<file path="config.mk">
export PLATFORM = sky130hd
export DESIGN_NAME = carry_counter_sequencer
export DESIGN_NICKNAME = d
export VERILOG_FILES = /design/src/rtl/carry_counter_sequencer_pkg.sv /design/src/rtl/carry_counter_sequencer_core.sv /design/src/rtl/carry_counter_sequencer.sv
export SDC_FILE = /design/constraint.sdc
export NUM_CORES = 1
export LEC_CHECK = 0
export BUFFER_PORTS_ARGS = -buffer_cell sky130_fd_sc_hd__buf_4
export CELL_PAD_IN_SITES_DETAIL_PLACEMENT = 1
export CELL_PAD_IN_SITES_GLOBAL_PLACEMENT = 1
export CORE_MARGIN = 1
export CORE_UTILIZATION = 41
export CTS_BUF_LIST = sky130_fd_sc_hd__clkbuf_16
export CTS_CLUSTER_SIZE = 40
export DETAILED_ROUTE_END_ITERATION = 7
export PLACE_DENSITY = 0.75
export SETUP_SLACK_MARGIN = 0.5
export SLEW_MARGIN = 10
export SYNTH_ARGS = -nofsm -noshare
export SYNTH_HDL_FRONTEND = slang
export SYNTH_HIERARCHICAL = 1
export SYNTH_SLANG_ARGS = --single-unit
</file>
<file path="constraint.sdc">
create_clock -name clk -period 2.35 [get_ports clk]
set_clock_uncertainty 0.05 [all_clocks]
set_input_delay 0.705 -clock clk [delete_from_list [all_inputs] [get_ports clk]]
set_output_delay 0.705 -clock clk [all_outputs]
set_load 0.05 [all_outputs]
</file>
<file path="src/rtl/carry_counter_sequencer_pkg.sv">
// Shared types and reset defaults for the carry counter sequencer.
package carry_counter_sequencer_pkg;

    typedef enum logic [1:0] {
        IDLE = 2'd0,
        RUN  = 2'd1,
        HALT = 2'd2
    } state_t;

    // Per-bit fill values: terminal value resets to all ones, prescale to zero.
    localparam logic DEF_PERIOD_BIT   = 1'b1;
    localparam logic DEF_PRESCALE_BIT = 1'b0;
    localparam logic DEF_AUTO         = 1'b1;

endpackage

</file>
<file path="src/rtl/carry_counter_sequencer_core.sv">
// Synchronous series-carry counter: bit i toggles when enabled and all lower bits are 1.
module carry_chain_counter_core #(
    parameter int WIDTH = 4
) (
    input  logic             clk,
    input  logic             rst,
    input  logic             en,
    input  logic             sclr,
    output logic [WIDTH-1:0] q
);

    logic [WIDTH-1:0] toggle;
    logic             carry;

    always_comb begin
        toggle = '0;
        carry  = 1'b1;
        for (int unsigned i = 0; i < WIDTH; i++) begin
            toggle[i] = carry;
            carry     = carry & q[i];
        end
    end

    always_ff @(posedge clk) begin
        if (rst) begin
            q <= '0;
        end else if (sclr) begin
            q <= '0;
        end else if (en) begin
            q <= q ^ toggle;
        end
    end

endmodule

</file>
<file path="src/rtl/carry_counter_sequencer.sv">
// Run/stop/resume/clear sequencer around a series-carry counter with prescaler and terminal count.
module carry_counter_sequencer
    import carry_counter_sequencer_pkg::*;
#(
    parameter int WIDTH = 4,
    parameter int PS_W  = 4
) (
    input  logic             clk,
    input  logic             rst,
    input  logic             cfg_we,
    input  logic [WIDTH-1:0] cfg_period,
    input  logic [PS_W-1:0]  cfg_prescale,
    input  logic             cfg_auto,
    input  logic             start,
    input  logic             stop,
    input  logic             clr,
    output logic [WIDTH-1:0] count,
    output logic             busy,
    output logic             tick,
    output logic             tc,
    output logic             cfg_err
);

    state_t           state, state_n;
    logic             done, done_n;
    logic [PS_W-1:0]  presc, presc_n;
    logic [WIDTH-1:0] period;
    logic [PS_W-1:0]  prescale;
    logic             auto_mode;

    logic             core_en, core_sclr;
    logic             cfg_load;
    logic             tick_n, tc_n, err_n;
    logic [WIDTH-1:0] next_count;

    carry_chain_counter_core #(
        .WIDTH(WIDTH)
    ) u_core (
        .clk  (clk),
        .rst  (rst),
        .en   (core_en),
        .sclr (core_sclr),
        .q    (count)
    );

    assign next_count = (count == period) ? '0 : count + WIDTH'(1);

    always_comb begin
        state_n   = state;
        done_n    = done;
        presc_n   = presc;
        core_en   = 1'b0;
        core_sclr = 1'b0;
        tick_n    = 1'b0;
        tc_n      = 1'b0;
        err_n     = 1'b0;
        cfg_load  = 1'b0;

        if (cfg_we && !clr) begin
            if (state == RUN) begin
                err_n = 1'b1;
            end else begin
                cfg_load = 1'b1;
            end
        end

        if (clr) begin
            state_n   = IDLE;
            done_n    = 1'b0;
            presc_n   = '0;
            core_sclr = 1'b1;
        end else if (stop && state == RUN) begin
            state_n = HALT;
            done_n  = 1'b0;
        end else if (start && state != RUN) begin
            // Fresh start from IDLE or after one-shot completion; a stopped HALT resumes as-is.
            if (state == IDLE || done) begin
                presc_n   = '0;
                core_sclr = 1'b1;
            end
            state_n = RUN;
            done_n  = 1'b0;
        end else if (state == RUN) begin
            if (presc == prescale) begin
                presc_n = '0;
                tick_n  = 1'b1;
                tc_n    = (next_count == period);
                if (count == period) begin
                    core_sclr = 1'b1;
                end else begin
                    core_en = 1'b1;
                end
                if (tc_n && !auto_mode) begin
                    state_n = HALT;
                    done_n  = 1'b1;
                end
            end else begin
                presc_n = presc + PS_W'(1);
            end
        end
    end

    always_ff @(posedge clk) begin
        if (rst) begin
            state     <= IDLE;
            done      <= 1'b0;
            presc     <= '0;
            period    <= {WIDTH{DEF_PERIOD_BIT}};
            prescale  <= {PS_W{DEF_PRESCALE_BIT}};
            auto_mode <= DEF_AUTO;
            busy      <= 1'b0;
            tick      <= 1'b0;
            tc        <= 1'b0;
            cfg_err   <= 1'b0;
        end else begin
            state   <= state_n;
            done    <= done_n;
            presc   <= presc_n;
            busy    <= (state_n == RUN);
            tick    <= tick_n;
            tc      <= tc_n;
            cfg_err <= err_n;
            if (cfg_load) begin
                period    <= cfg_period;
                prescale  <= cfg_prescale;
                auto_mode <= cfg_auto;
            end
        end
    end

endmodule

</file>
[After elaboration in Yosys (flattened, before gate mapping)]
Cells that the tools add are included.
Word-level totals
  bits in registers: 24
  bits of input ports: 15
  logic and storage cells: 72
Operators by class
  add/subtract/negate cells: 2
  equality and inequality tests: 7
  muxes and demuxes: 28
  bitwise logic cells: 7
  reduce and logical (&&, ||, !) cells: 17
Operators with widths (count)
  two-way mux 4 bit: 5
  two-way mux 1 bit: 17
  equality test 4 bit: 3
  two-way mux 2 bit: 6
  adder 4 x 1 -> 4 bit, second input constant: 2
  AND reduction 3 bit: 2
  OR reduction 2 bit: 3
  OR reduction 6 bit: 1
  OR reduction 5 bit: 1
  equality test 2 x 1 -> 1 bit, second input constant: 2
  logical AND 1 bit: 4
  != test 2 x 1 -> 1 bit, second input constant: 2
  NOT 1 bit: 4
  OR reduction 4 bit: 1
  bitwise XOR 4 bit: 1
  AND 1 bit: 2
  zero test 1 bit: 2
  zero test 2 bit: 1
  nonzero test 2 bit: 1
  logical OR 1 bit: 1

[Logic depth before layout (Yosys ltp)]
Gate-level depths: netlist (run 1).
  depth in word-level cells: 11
  gate-level depth with buffers: 7
  mapped depth without buffers: 7

[By module]
Netlist (run 1), hierarchy kept.
Modules (own cells, without submodules)
  carry_counter_sequencer: instances 1, cells each 115, area an instance 1051.0 µm²
  carry_chain_counter_core: instances 1, cells each 17, area an instance 178.9 µm²

[Worst setup path after synthesis (run 1)]
Ideal clock, no wire load.
  path kind: reg-to-reg
  start: register u_core.q[0]
  end: register state[1]
  library setup time: 59 ps
  arrival: 2402 ps
  data required time: 2241 ps
  slack: -162 ps
  cell stages (with the launch flop): 7
  buffers on the path: 1
  path through: dfxtp_1 > xor2_1 > or4_1 > buf_2 > a221o_1 > a311oi_2 > o311a_1
Between the ends
  longest elaborated chain between the ends: 10
  elaborated cells between the ends (all ways): 11
  those cells by class: 1 x add/sub; 2 x eq/ne; 7 x mux; 1 x reduce/logical
RTL lines
  from (decl): RTL line carry_counter_sequencer_core.sv:9  | output logic [WIDTH-1:0] q
  from (signal assigned): RTL line carry_counter_sequencer_core.sv:30  | q <= q ^ toggle;
  adder 4 x 1 -> 4 bit or equality test 4 bit (tied branches): RTL line carry_counter_sequencer.sv:46  | assign next_count = (count == period) ? '0 : count + WIDTH'(1);
  two-way mux 4 bit *: RTL line carry_counter_sequencer.sv:46
  equality test 4 bit *: RTL line carry_counter_sequencer.sv:87  | tc_n = (next_count == period);
  logical AND 1 bit *: RTL line carry_counter_sequencer.sv:93  | if (tc_n && !auto_mode) begin
  two-way mux 2 bit *: RTL line carry_counter_sequencer.sv:93
  two-way mux 2 bit *: RTL line carry_counter_sequencer.sv:84  | if (presc == prescale) begin
  two-way mux 2 bit *: RTL line carry_counter_sequencer.sv:83  | end else if (state == RUN) begin
  two-way mux 2 bit *: RTL line carry_counter_sequencer.sv:75  | end else if (start && state != RUN) begin
  two-way mux 2 bit *: RTL line carry_counter_sequencer.sv:72  | end else if (stop && state == RUN) begin
  two-way mux 2 bit *: RTL line carry_counter_sequencer.sv:67  | if (clr) begin
  to (signal assigned): RTL line carry_counter_sequencer.sv:116  | state <= state_n;
  to (decl): RTL line carry_counter_sequencer.sv:24  | state_t state, state_n;
Every way passes the cells marked *; elsewhere a longest branch is shown, timed or not.
A chain may end at the register's enable or synchronous reset.

[Final worst setup path (run 1)]
  start: register period[2]
  end: register busy
Between the ends
  longest elaborated chain between the ends: 11
RTL lines
  from (decl): RTL line carry_counter_sequencer.sv:27  | logic [WIDTH-1:0] period;
  from (signal assigned): RTL line carry_counter_sequencer.sv:108  | period <= {WIDTH{DEF_PERIOD_BIT}};
  from (signal assigned): RTL line carry_counter_sequencer.sv:124  | period <= cfg_period;
  equality test 4 bit: RTL line carry_counter_sequencer.sv:46
  two-way mux 4 bit: RTL line carry_counter_sequencer.sv:46
  equality test 4 bit *: RTL line carry_counter_sequencer.sv:87
  logical AND 1 bit *: RTL line carry_counter_sequencer.sv:93
  two-way mux 2 bit *: RTL line carry_counter_sequencer.sv:93
  two-way mux 2 bit *: RTL line carry_counter_sequencer.sv:84
  two-way mux 2 bit *: RTL line carry_counter_sequencer.sv:83
  two-way mux 2 bit *: RTL line carry_counter_sequencer.sv:75
  two-way mux 2 bit *: RTL line carry_counter_sequencer.sv:72
  two-way mux 2 bit *: RTL line carry_counter_sequencer.sv:67
  equality test 2 x 1 -> 1 bit *: RTL line carry_counter_sequencer.sv:119  | busy <= (state_n == RUN);
  to (signal assigned): RTL line carry_counter_sequencer.sv:119
  to (decl): RTL line carry_counter_sequencer.sv:18  | output logic busy,
Marks and branches as above.

==> results.md, run 1 <==
* Status: finished with violations
* Failing checks: design-rule violations
* Synth Instances at around 130
* Worst slew pin tran at 0.417 ns
* Final hold viol count at 0
* H-tree levels at 1
* Setup_tns at 0 ns
* Total power at between 900 and 1000 uW
* # rows at 19
* Leak at 0.000730 uW
* IO Port Bufs at 22
* Die width at 56.8 um
* CTS tree: done
* Slew Limit Headroom at between 70% and 80%
* Avg WL per Cell at between 15 and 20 um
* Slowest-stage cell, CP: or4_4
* Switching Share at 24.5%
* Crit path DAT at 2.19 ns
* Ys flop type: dfxtp_1
* Mean Syn Cell Area at 9.32 um^2
* Final Non-Filler Cells at 195
* Clock share of power at 40.3%
* Initial antenna violation count at 0
* Sw power at 229 uW
* Die span in y at 56.8 um
* Flops & latches, synth at 24
* WHS at 0.452 ns
* Fmax at 477 MHz
* Vias at about 1100
* Num CTS Buffers at 3
* Synth warn at 6
* Clock root buffer: clkbuf_16
* Cell accounting for the most synthesized area: dfxtp_1
* Peak supply drop at 499 uV
* Detailed Routing Iterations Pass 1 at 6
* Commonest non-fill, non-tap cells in the layout: 32 x buf_4, 18 x dfxtp_1, 12 x nor2_1
* Leading cell type in the layout, fill and taps excluded: buf_4
* Number of synthesized flops with an enable pin at 0
* CP required at 2.44 ns
* Synth Area in Simple Gates at 21.6%
* GPL Wtd Cong at 0.781
* Initial core utilization at 43.8%
* Post-synth cell types at 43
* Post-route ant nets at 0
* Clk sinks at 24
* DIE AREA at around 0.0032 mm^2
* Final setup vio count at 0
* Largest family of logic cells by synthesized area: simple AND/OR/NAND/NOR gates
* Top cells by area, synth: dfxtp_1 39%, xor2_1 8.5%, mux2i_1 5.7%
* PwrDens at 561 mW/mm^2
* Fin crit share at 89.3%
* Initial DRC Count at 27
* Ys async rst share at 0%
* DR DRC count at 2
* HP Class: flip-flop to flip-flop
* Post-synth top area share at 39.1%
* Max Buffers Root-to-Sink at 2
* Adder-cell share of the synthesized area at roughly 4.1%
* Post-Syn Nets at 151
* Largest net degree at the start of global routing at 15
* Std-Cell Core Area at 0.00281 mm^2
* Critical path endpoint category: flip-flop
* Max stage delay on crit path at about 0.57 ns
* Area of all sequential standard cells at 500 um^2
* Multi-input combinational cell area at 791 um^2
* Mux contribution to synthesized area at 5.70%
* Reg power frac at between 40 and 50%
* Worst-path fanout max at 4
* Clock Latency Late Sink at 0.26 ns
* Max cap viols at 0
* Top Ports at 23
* First-pass GRT wire length at 5620 um
* Area Growth Syn to Fin at 35.3%
* WL final at approximately 3400 um
* CP Launch Type: flip-flop
* Fill cells at 325
* Share of layout cells above drive strength 1 at 32.3%
* DP HPWL at 2430 um
* Seq/Total Area, Yosys at 39.1%
* XOR/XNOR Fraction of Synth Area at 9.97%
* Cell chain of the critical path: xor2_2 -> or4_4 -> a221o_1 -> a311oi_4 -> o21ai_1
* Utilization after layout at 59.3%
* Clk slew on worst S/H paths at 0.06 ns
* Inst Count DP at 185
* RSZ-0062 raised after global routing: true
* Post-synthesis compound-gate area fraction at between 10% and 20%
* Minimum clock period at between 2 and 2.5 ns
* Combinational power share at 13.7%
* Via density at 5.68
* Synthesized area at between 0.001 and 0.0015 mm^2
* Vias in the first global route at 1206
* # diodes at 0
* CP Class: flip-flop to flip-flop
* Nets at 184
* Pint at 705 uW
* All-layer global routing usage at 23.1%
* Pins over their slew limit at 0
* GRT overflow at 0
[critical path: cells and delay by family (launching register included)]
| family | cells | cell delay [ns] |
|---|---|---|
| AND/OR/NAND/NOR | 1 | 0.57 |
| XOR/XNOR | 1 | 0.18 |
| flip-flops | 1 | 0.35 |
| AO/OA/AOI/OAI | 3 | 0.82 |
[registers in the layout, summed over array words and instances (netlist names)]
| register | flops |
|---|---|
| cfg_err | 1 |
| done | 1 |
| tc | 1 |
| auto_mode | 1 |
| u_core/q | 4 |
| presc | 4 |
| prescale | 4 |
| state | 2 |
| busy | 1 |
| period | 4 |
| tick | 1 |
[through the flow]
step | setup slack [ns] | cell area [um^2]
6_report | 0.252 | 1660
2_1_floorplan | 0.257 | 1260
3_3_place_gp | 0.236 | 1480
3_5_place_dp | 0.148 | 1480
4_1_cts | 0.212 | 1640
5_1_grt | 0.204 | 1660
[power groups by stage]
| stage | combinational (uW) | sequential, uW | clock, uW |
|---|---|---|---|
| global route | 139 | 431 | 391 |
| finish | 127 | 430 | 377 |
| detailed placement | 115 | 439 | 0 |
| floorplan | 63.5 | 441 | 0 |
| CTS | 124 | 429 | 375 |
| global placement | 109 | 439 | 0 |
[synthesized netlist by cell type (3+ instances only)]
| cell | n |
|---|---|
| dfxtp_1 | 24 |
| nor2_1 | 12 |
| xor2_1 | 12 |
| mux2i_1 | 7 |
| nor2b_1 | 7 |
| a211o_1 | 5 |
| nand2_1 | 5 |
| o21ai_1 | 5 |
| ha_1 | 4 |
| inv_1 | 4 |
| a21oi_1 | 3 |
| and2_1 | 3 |
| nand3_1 | 3 |
| nand3b_1 | 3 |
[cells by family (layout without fill, tap and decap cells)]
logic type / count (synthesis) / after routing
XOR/XNOR: 14 / 14
multiplexers: 7 / 7
adder cells (fa/ha/maj): 4 / 4
AND/OR/NAND/NOR: 48 / 48
buffers and inverters: 8 / 40
flip-flops: 24 / 24
AO/OA/AOI/OAI: 27 / 27
[what timing repair did]
item                                    in CTS  in global routing
hold buffers                                 0                  0
endpoints found under the setup margin      10                 10
gates resized for setup                      7                  4
setup buffers                                5                  1
pin swaps                                    9                  5
[cell type report]
cell class,count,share of cell area (%)
multi-input combinational,100,47.5
sequential,24,30.1
timing repair buffer,32,14.4
clock buffer,3,4.51
tap,31,2.33
inverter,4,0.902
clock inverter,1,0.226
[final timing paths]
path	from	endpoint	slack, ns	depth (start not counted)
max	period[2]$_SDFFE_PP1P_	busy$_SDFF_PP0_	0.25	5
min	presc[3]$_SDFFE_PP0P_	presc[3]$_SDFFE_PP0P_	0.45	2
max reg2reg	period[2]$_SDFFE_PP1P_	busy$_SDFF_PP0_	0.25	5
min reg2reg	presc[3]$_SDFFE_PP0P_	presc[3]$_SDFFE_PP0P_	0.45	2
[routing by layer]
layer  global-route usage (%)  share of wire (%)  up-vias  wire (um)
li1                         -                  -      538          -
met1                     28.6                 44      537       1520
met3                     5.53                3.8        8        129
met2                     39.6                 50       25       1700
met5                        0                  0        -          0
met4                     6.62                1.8        0         61
No activity file was read; power rests on OpenSTA's default activity.
==> inputs of run 2 (changes only) <==
Settings changed: CORE_UTILIZATION 41 to 37, PLACE_DENSITY 0.75 to 0.71, REMOVE_ABC_BUFFERS from default to 1.
Clock period 2.35 ns to 1.8 ns, I/O delays scaled along.
==> results.md, run 2 (same netlist as run 1, synthesis figures left out) <==
* Nets at 211 (was 184)
* Fill cells at 350 (was 325)
* Slowest-stage cell, CP: or4_4 (unchanged)
* CTS tree: done (unchanged)
* Vias in the first global route at 1400 (was 1206)
* All-layer global routing usage at 27.0% (was 23.1%)
* Worst path bufs/invs at 0 (unchanged)
* # rows at 20 (was 19)
* Failing checks: negative setup slack (was design-rule violations)
* GPL Wtd Cong at 0.769 (was 0.781)
* Clock root buffer: clkbuf_16 (unchanged)
* Inst Count DP at 220 (was 185)
* Via density at 5.76 (was 5.68)
* Fmax at 460 MHz (was 477 MHz)
* Die span in y at 59.7 um (was 56.8 um)
* Max stage delay on crit path at 0.60 ns (was 0.57 ns)
* H-tree levels at 1 (unchanged)
* Crit path DAT at 2.27 ns (was 2.19 ns)
* Setup_tns at -2.49 ns (was 0 ns)
* Initial core utilization at 39.6% (was 43.8%)
* Total power at 1470 uW (was 934 uW)
* HP Start: cfg_period[2] (was presc[3]$_SDFFE_PP0P_)
* FF-to-FF End: busy$_SDFF_PP0_ (unchanged)
* Std-Cell Core Area at 0.00310 mm^2 (was 0.00281 mm^2)
* First-pass GRT wire length at 6890 um (was 5620 um)
* Leak at 0.000944 uW (was 0.000730 uW)
* Largest net degree at the start of global routing at 15 (unchanged)
* Status: finished with violations (unchanged)
* Final hold viol count at 0 (unchanged)
* Worst slew pin tran at 0.372 ns (was 0.417 ns)
* Leading cell type in the layout, fill and taps excluded: buf_4 (unchanged)
* R2R depth at 5 (unchanged)
* RSZ-0062 raised after global routing: true (unchanged)
* Delay-heaviest family, CP: compound AO/OA/AOI/OAI gates (unchanged)
* Detailed Routing Iterations Pass 1 at 4 (was 6)
* CP Launch Type: flip-flop (unchanged)
* Fin crit share at 121% (was 89.3%)
* Slew Limit Headroom at 75.1% (was 71.9%)
* Die width at 59.7 um (was 56.8 um)
* IO Port Bufs at 22 (unchanged)
* CP required at 1.89 ns (was 2.44 ns)
* Worst r2r src: period[1]$_SDFFE_PP1P_ (was period[2]$_SDFFE_PP1P_)
* Final Non-Filler Cells at 235 (was 195)
* WHS Endpoint: period[2]$_SDFFE_PP1P_ (was presc[3]$_SDFFE_PP0P_)
* DR DRC count at 0 (was 2)
* Vias at 1353 (was 1108)
* Hold_buf cts at 0 (unchanged)
* Avg WL per Cell at 22.0 um (was 17.5 um)
* DIE AREA at 0.00356 mm^2 (was 0.00322 mm^2)
* Num CTS Buffers at 3 (unchanged)
* Peak supply drop at 676 uV (was 499 uV)
* Post-route ant nets at 0 (unchanged)
* Critical path endpoint category: flip-flop (unchanged)
* CP Class: flip-flop to flip-flop (unchanged)
* Pins over their slew limit at 0 (unchanged)
* Commonest non-fill, non-tap cells in the layout: 38 x buf_4, 13 x dfxtp_1, 13 x buf_6 (was 32 x buf_4, 18 x dfxtp_1, 12 x nor2_1)
* Clock Latency Late Sink at 0.26 ns (about the same)
* Hold depth at 2 (unchanged)
* Share of layout cells above drive strength 1 at 50.3% (was 32.3%)
* Worst-path fanout max at 4 (unchanged)
* Setup ws final at -0.375 ns (was 0.252 ns)
* DP HPWL at 2600 um (was 2430 um)
* GRT overflow at 0 (unchanged)
* Area Growth Syn to Fin at 69.6% (was 35.3%)
* # diodes at 0 (unchanged)
* Max Buffers Root-to-Sink at 2 (unchanged)
* Initial DRC Count at 92 (was 27)
* Minimum clock period at 2.17 ns (was 2.10 ns)
* Initial antenna violation count at 0 (unchanged)
* Clk slew on worst S/H paths at 0.06 ns (about the same)
* WL final at 5160 um (was 3410 um)
* PwrDens at 704 mW/mm^2 (was 561 mW/mm^2)
* Final setup vio count at 9 (was 0)
* HP Class: input pin to flip-flop (was flip-flop to flip-flop)
* Reg2Reg Setup Slack at -0.37 ns (was 0.25 ns)
* Cell chain of the critical path: xor2_1 -> or4_4 -> a311o_1 -> a311oi_4 -> o21ai_1 (was xor2_2 -> or4_4 -> a221o_1 -> a311oi_4 -> o21ai_1)
* Top Ports at 23 (unchanged)
* Max cap viols at 0 (unchanged)
* Clk sinks at 24 (unchanged)
## run 2: how the worst max path moves through the flow
stage,startpoint,end,slack [ns],depth (start not counted)
finish,period[1]$_SDFFE_PP1P_,busy$_SDFF_PP0_,-0.37,5
global route,u_core/q[0]$_SDFFE_PP0P_,state[1]$_SDFF_PP0_,-0.41,7
CTS,period[1]$_SDFFE_PP1P_,done$_SDFFE_PP0P_,-0.31,5
detailed placement,period[2]$_SDFFE_PP1P_,state[0]$_SDFF_PP0_,-0.49,5
global placement,period[2]$_SDFFE_PP1P_,busy$_SDFF_PP0_,-0.40,5
floorplan,u_core/q[0]$_SDFFE_PP0P_,state[1]$_SDFF_PP0_,-0.69,5
## run 2: layer usage
metal  track usage (%)  part of all wire [%]  vias to the layer above
met5                 0                     0                        -
met4              9.30                   4.2                        0
met3              6.71                   5.2                       24
met2              48.6                    51                       53
met1              30.8                    40                      677
li1                  -                     -                      599
## run 2: per-stage QoR
stage	setup slack [ns]	area, um^2	utilization [%]	hold slack [ns]
2_1_floorplan	-0.693	1210	-	0.417
3_3_place_gp	-0.404	1630	52.6	0.433
3_5_place_dp	-0.488	1630	52.6	0.448
4_1_cts	-0.306	1980	63.8	0.422
5_1_grt	-0.413	2090	67.2	0.417
6_report	-0.375	2090	67.2	0.422
## run 2: report_power, final
group / leakage (uW) / internal [uW] / switching, uW
Sequential: 0.000199 / 551 / 13.2
Combinational: 0.000694 / 131 / 130
Clock: 0.0000511 / 443 / 201
## run 2: worst reg2reg max path: cells and delay by family (launching register included)
family	cells	cell delay, ns
flops	1	0.33
compound gates	3	0.90
xor+xnor	1	0.18
simple gates	1	0.60
## run 2: repair_timing
| item | in CTS | in global routing |
|---|---|---|
| buffers inserted | 4 | 6 |
| endpoints found under the setup margin | 31 | 31 |
| pin swaps | 19 | 8 |
| gates resized for setup | 57 | 15 |
| cloned | 1 | 0 |
## run 2: layout make-up
class	count	area, um^2	share of cell area [%]
multi-input combinational	100	862	41.3
clock buffer	3	75.1	3.60
sequential	24	494	23.7
clock inverter	1	30.0	1.44
timing repair buffer	59	552	26.5
inverter	4	17.5	0.840
tap	44	55.1	2.64
